===== config.mk =====
export PLATFORM = sky130hd
export DESIGN_NAME = bypass_scoreboard
export DESIGN_NICKNAME = d
export VERILOG_FILES = /design/src/rtl/bypass_scoreboard.sv
export SDC_FILE = /design/constraint.sdc
export NUM_CORES = 1
export LEC_CHECK = 0
export BUFFER_PORTS_ARGS = -buffer_cell sky130_fd_sc_hd__buf_4
export CAP_MARGIN = 40
export CORE_MARGIN = 2
export CORE_UTILIZATION = 35
export CTS_BUF_LIST = sky130_fd_sc_hd__clkbuf_8 sky130_fd_sc_hd__clkbuf_16
export DETAILED_ROUTE_END_ITERATION = 8
export GPL_ROUTABILITY_DRIVEN = 0
export PLACE_DENSITY = 0.66
export SLEW_MARGIN = 20
export SYNTH_ARGS = -nofsm -noshare
export SYNTH_HDL_FRONTEND = slang
export SYNTH_SLANG_ARGS = --single-unit

===== constraint.sdc =====
create_clock -name clock -period 3.4 [get_ports clock]
set_clock_uncertainty 0.1 [all_clocks]
set_input_delay 0.51 -clock clock [delete_from_list [all_inputs] [get_ports clock]]
set_output_delay 0.51 -clock clock [all_outputs]
set_load 0.02 [all_outputs]

===== src/rtl/bypass_scoreboard.sv =====
// Operand bypass network with a pending-register scoreboard for long-latency ops.
// Forwards from the youngest matching producer stage and raises load-use/RAW/WAW stalls.
module bypass_scoreboard #(
  parameter int XLEN       = 32,
  parameter int TAG_W      = 5,
  parameter int NUM_STAGES = 3,
  parameter int NUM_SRC    = 2,
  parameter int CNT_W      = 32
) (
  input  logic                       clock,
  input  logic                       reset,
  input  logic                       flush,
  input  logic [NUM_SRC-1:0]         src_valid,
  input  logic [NUM_SRC*TAG_W-1:0]   src_tag,
  input  logic                       issue_valid,
  input  logic                       issue_write_rd,
  input  logic                       issue_long,
  input  logic [TAG_W-1:0]           issue_rd,
  input  logic [NUM_STAGES-1:0]      stg_valid,
  input  logic [NUM_STAGES-1:0]      stg_write_rd,
  input  logic [NUM_STAGES-1:0]      stg_ready,
  input  logic [NUM_STAGES*TAG_W-1:0] stg_rd,
  input  logic [NUM_STAGES*XLEN-1:0] stg_value,
  input  logic                       long_done,
  input  logic [TAG_W-1:0]           long_done_rd,
  output logic                       stall,
  output logic [NUM_SRC-1:0]         bypass,
  output logic [NUM_SRC*XLEN-1:0]    bypass_value,
  output logic [2**TAG_W-1:0]        pending,
  output logic [CNT_W-1:0]           stall_count
);

  localparam int NUM_REGS = 2**TAG_W;

  logic [NUM_SRC-1:0]  hit_not_ready;
  logic [NUM_SRC-1:0]  pend_raw;
  logic                waw;
  logic                fire;
  logic                set_en;
  logic [NUM_REGS-1:0] pending_next;

  // NOTE: every combinational output gets a default before the loops so no latch is inferred.
  always_comb begin
    logic                hit;
    logic [TAG_W-1:0]    tag;
    bypass        = '0;
    bypass_value  = '0;
    hit_not_ready = '0;
    pend_raw      = '0;
    for (int s = 0; s < NUM_SRC; s++) begin
      hit = 1'b0;
      tag = src_tag[s*TAG_W +: TAG_W];
      // Walk oldest to youngest so the youngest match overwrites and wins.
      for (int k = NUM_STAGES-1; k >= 0; k--) begin
        if (stg_valid[k] && stg_write_rd[k] && src_valid[s] && tag != '0 &&
            stg_rd[k*TAG_W +: TAG_W] == tag) begin
          hit                          = 1'b1;
          bypass_value[s*XLEN +: XLEN] = stg_value[k*XLEN +: XLEN];
          hit_not_ready[s]             = !stg_ready[k];
        end
      end
      bypass[s]   = hit;
      pend_raw[s] = !hit && src_valid[s] && tag != '0 && pending[tag];
    end
  end

  assign waw    = issue_write_rd && issue_rd != '0 && pending[issue_rd];
  assign stall  = !reset && issue_valid && ((|hit_not_ready) || (|pend_raw) || waw);
  assign fire   = issue_valid && !stall;
  assign set_en = fire && issue_long && issue_write_rd && issue_rd != '0;

  // Clear is applied first so a same-cycle set on the same tag wins.
  always_comb begin
    pending_next = pending;
    if (long_done) pending_next[long_done_rd] = 1'b0;
    if (set_en)    pending_next[issue_rd]     = 1'b1;
    pending_next[0] = 1'b0;
  end

  // NOTE: state registers use non-blocking assignments so all flops update from pre-edge values.
  always_ff @(posedge clock) begin
    if (reset || flush) begin
      pending <= '0;
    end else begin
      pending <= pending_next;
    end
  end

  always_ff @(posedge clock) begin
    if (reset) begin
      stall_count <= '0;
    end else if (stall && stall_count != '1) begin
      stall_count <= stall_count + CNT_W'(1);
    end
  end

endmodule


==> impl_results.md <==
* Vias at between 7000 and 8000
* Hold WC Path Type: register to register
* Clock Pin Slew Worst Setup and Hold Paths at 60 ps
* Fmax at about 0.31 GHz
* Critical Path Start Type: input port
* Initial cell density of the core at 0.3547
* Compound-cell area share of the yosys netlist at 0.2976
* Setup Viol. Count Final at 0
* Post-DP Area at 8284 sq um
* Die area at around 18000 sq um
* Post-Syn Nets at a little over 900
* Post-route design area at just under 9000 sq um
* Register area share after synthesis at 0.2159
* XOR/XNOR share of the synthesized area at 0.04649
* Largest net degree at the start of global routing at 66
* Synth Flop Type: dfxtp_1
* Final antenna-violating net count at 0
* Max Cap Viol at 0
* Die H at between 100 and 150 microns
* Worst skew pair latency at 330 ps
* Count of different cell masters after synthesis at 70
* Chip width at between 100 and 150 microns
* Initial antenna violation count at 0
* H-tree levels at 3
* WP data arrival at between 2000 and 3000 ps
* Core Region at about 16000 sq um
* Most frequent cells in the layout: buf_4 (314), nand2_1 (103), o21ai_0 (89)
* Total GRT Usage at 0.2538
* CP max FO at 6
* Asr flop ratio synth at 0
* Worst Setup End Kind: primary output
* PortBufs at roughly 280
* TritonRoute pass-1 iters at 5
* Fin. max-slew vios at 0
* Syn Std Cell Area at around 5800 sq um
* Vias per inst at 5.714
* Root Driver: clkbuf_16
* Status: finished clean
* Vias in the first global route at 6700
* Peak VDD IR at about 230 uV
* # rows at 47
* Detailed Place HPWL at about 18000 microns
* Clock period minus worst slack at between 3000 and 4000 ps
* CP required at around 2800 ps
* TritonCTS buffer count at 9
* Final period utilization at 0.9510
* Area of the multi-input gates at about 4300 sq um
* Final hold vios at 0
* DR iter-0 viols at 460
* First-pass GRT wire length at approximately 36000 microns
* Clock tree buffer depth at 2
* Synth Area in Adders at 0.002142
* Post-synthesis simple-gate area fraction at 0.2742
* Post-Syn Area per Cell at around 7.6 sq um
* Slew HR at 0.5303
* Leading cell type in the layout, fill and taps excluded: buf_4
* Routed WL at 23640 microns
* DRC at 0
* Largest family of logic cells by synthesized area: compound AO/OA/AOI/OAI gates
* Antenna Cells at 0
* FF+latch count, synth at 63
* Wirelength per Cell at approximately 19 microns
* Area Overhead vs Synth at 48.03%
* NumNets Final at around 1200
* Syn. warnings at 0
* Worst slew pin tran at roughly 700 ps
* Register Area at between 1000 and 1500 sq um
* Post-synth EDFFs at 0
* PwrDens at 252.7 nW/um^2
* Static leakage at ~3.5 nW
* Ratio of cells with drive above 1 in the final layout at 0.3622
* # clock sinks at 63
* RSZ-0062 raised after global routing: no
* I/O pin count at 280
* Congestion Overflow GR at 0
* Post-synthesis cell count at 771
* Mux cell area share after synthesis at 0.1018
* Critical path class: input port to primary output
* CTS tree: yes
* TNS Setup at 0 ps
* Fillers at about 1700
==> critical path, stage by stage <==
cell	delay (ps)
buf_4	110
or4_4	550
o21ai_4	260
nor4_4	120
or3_4	430
o32ai_4	230
nor3_4	90
nor2b_1	150
buf_4	160
==> report_power, final <==
| group | internal (mW) | switching [mW] | leakage (nW) | total, mW |
|---|---|---|---|---|
| logic | 0.216 | 0.214 | 2.88 | 0.430 |
| clock network | 0.664 | 0.350 | 0.151 | 1.01 |
| registers | 0.740 | 0.00222 | 0.507 | 0.742 |
| total | 1.62 | 0.566 | 3.54 | 2.19 |
==> metal layers <==
layer | global-route usage | vias to the layer above | routed length, microns
met5 | 0 | - | 0
met4 | 0.09811 | 0 | 771
met3 | 0.04756 | 46 | 1873
met2 | 0.4465 | 331 | 11680
met1 | 0.3072 | 3338 | 9317
li1 | - | 3473 | -
==> metrics by stage <==
stage	cells	hold slack (ps)	worst slack, ps	utilization	power [mW]
after global placement	1240	387.5	10.51	0.5028	1.178
after CTS	1257	400.9	88.32	0.5235	2.192
final	1258	404.2	166.7	0.5251	2.185
after floorplan	771	459.3	151.0	-	0.9470
after detailed placement	1241	391.5	-29.35	0.5031	1.182
after global routing	1258	416.5	31.86	0.5251	2.262
==> sequential cells by signal, summed over array words and instances, names as in the netlist <==
register / cells
stall_count: 32
pending: 31
==> cells in the mapped netlist, types with 4 or more instances <==
| cell type | number | area [sq um] |
|---|---|---|
| o21a_1 | 9 | 67.56 |
| xor2_1 | 10 | 87.58 |
| a21oi_1 | 48 | 240.2 |
| nor4_1 | 11 | 68.82 |
| nor3_1 | 9 | 45.04 |
| o21ai_0 | 89 | 445.4 |
| nand2_1 | 103 | 386.6 |
| buf_4 | 9 | 67.56 |
| a32o_1 | 15 | 150.1 |
| xnor2_1 | 21 | 183.9 |
| nand4_1 | 16 | 100.1 |
| and3b_1 | 6 | 52.55 |
| or4_1 | 13 | 97.59 |
| and3_1 | 35 | 219.0 |
| a22oi_1 | 39 | 292.8 |
| dfxtp_1 | 63 | 1261 |
| nor3b_1 | 7 | 52.55 |
| o211ai_1 | 17 | 127.6 |
| or3_1 | 14 | 87.58 |
| clkbuf_1 | 46 | 172.7 |
| nand3b_1 | 9 | 67.56 |
| inv_1 | 10 | 37.54 |
| buf_2 | 12 | 60.06 |
| or3b_2 | 4 | 35.03 |
| o31a_1 | 8 | 70.07 |
| mux4_2 | 12 | 270.3 |
| mux2i_1 | 29 | 290.3 |
| nor2_1 | 14 | 52.55 |
| nor2b_1 | 4 | 25.02 |
| o31ai_1 | 13 | 97.59 |
| nand3_1 | 25 | 125.1 |
==> area by class of cell <==
| cell class | count | share of cell area |
|---|---|---|
| clock buffer | 10 | 0.02764 |
| clock inverter | 6 | 0.01056 |
| inverter | 10 | 0.004342 |
| multi-input combinational | 628 | 0.4936 |
| sequential | 63 | 0.1459 |
| tap | 220 | 0.03184 |
| timing repair buffer | 321 | 0.2861 |
==> cells by family after synthesis <==
family	count (synthesis)
other cells	1
mux	44
xor+xnor	31
compound gates	261
flops	63
simple gates	290
buf+inv	80
fa+ha+maj	1
==> path summary, 6_finish.rpt <==
kind                                      start              end  slack (ps)  depth (start not counted)
worst min-delay path            stall_count[19]  stall_count[19]         400                          2
worst min register to register  stall_count[19]  stall_count[19]         400                          2
worst max-delay path                 src_tag[0]            stall         170                          9
worst max register to register      pending[17]  stall_count[26]         290                         11
==> timing repair <==
action                     CTS  global route
hold buffers                 0             0
gates cloned                 0             0
setup endpoints to repair    1             9
setup buffers                0             1
resized for setup            1             3
pin swaps                    0             2
Power figures use the tool's default switching activity.
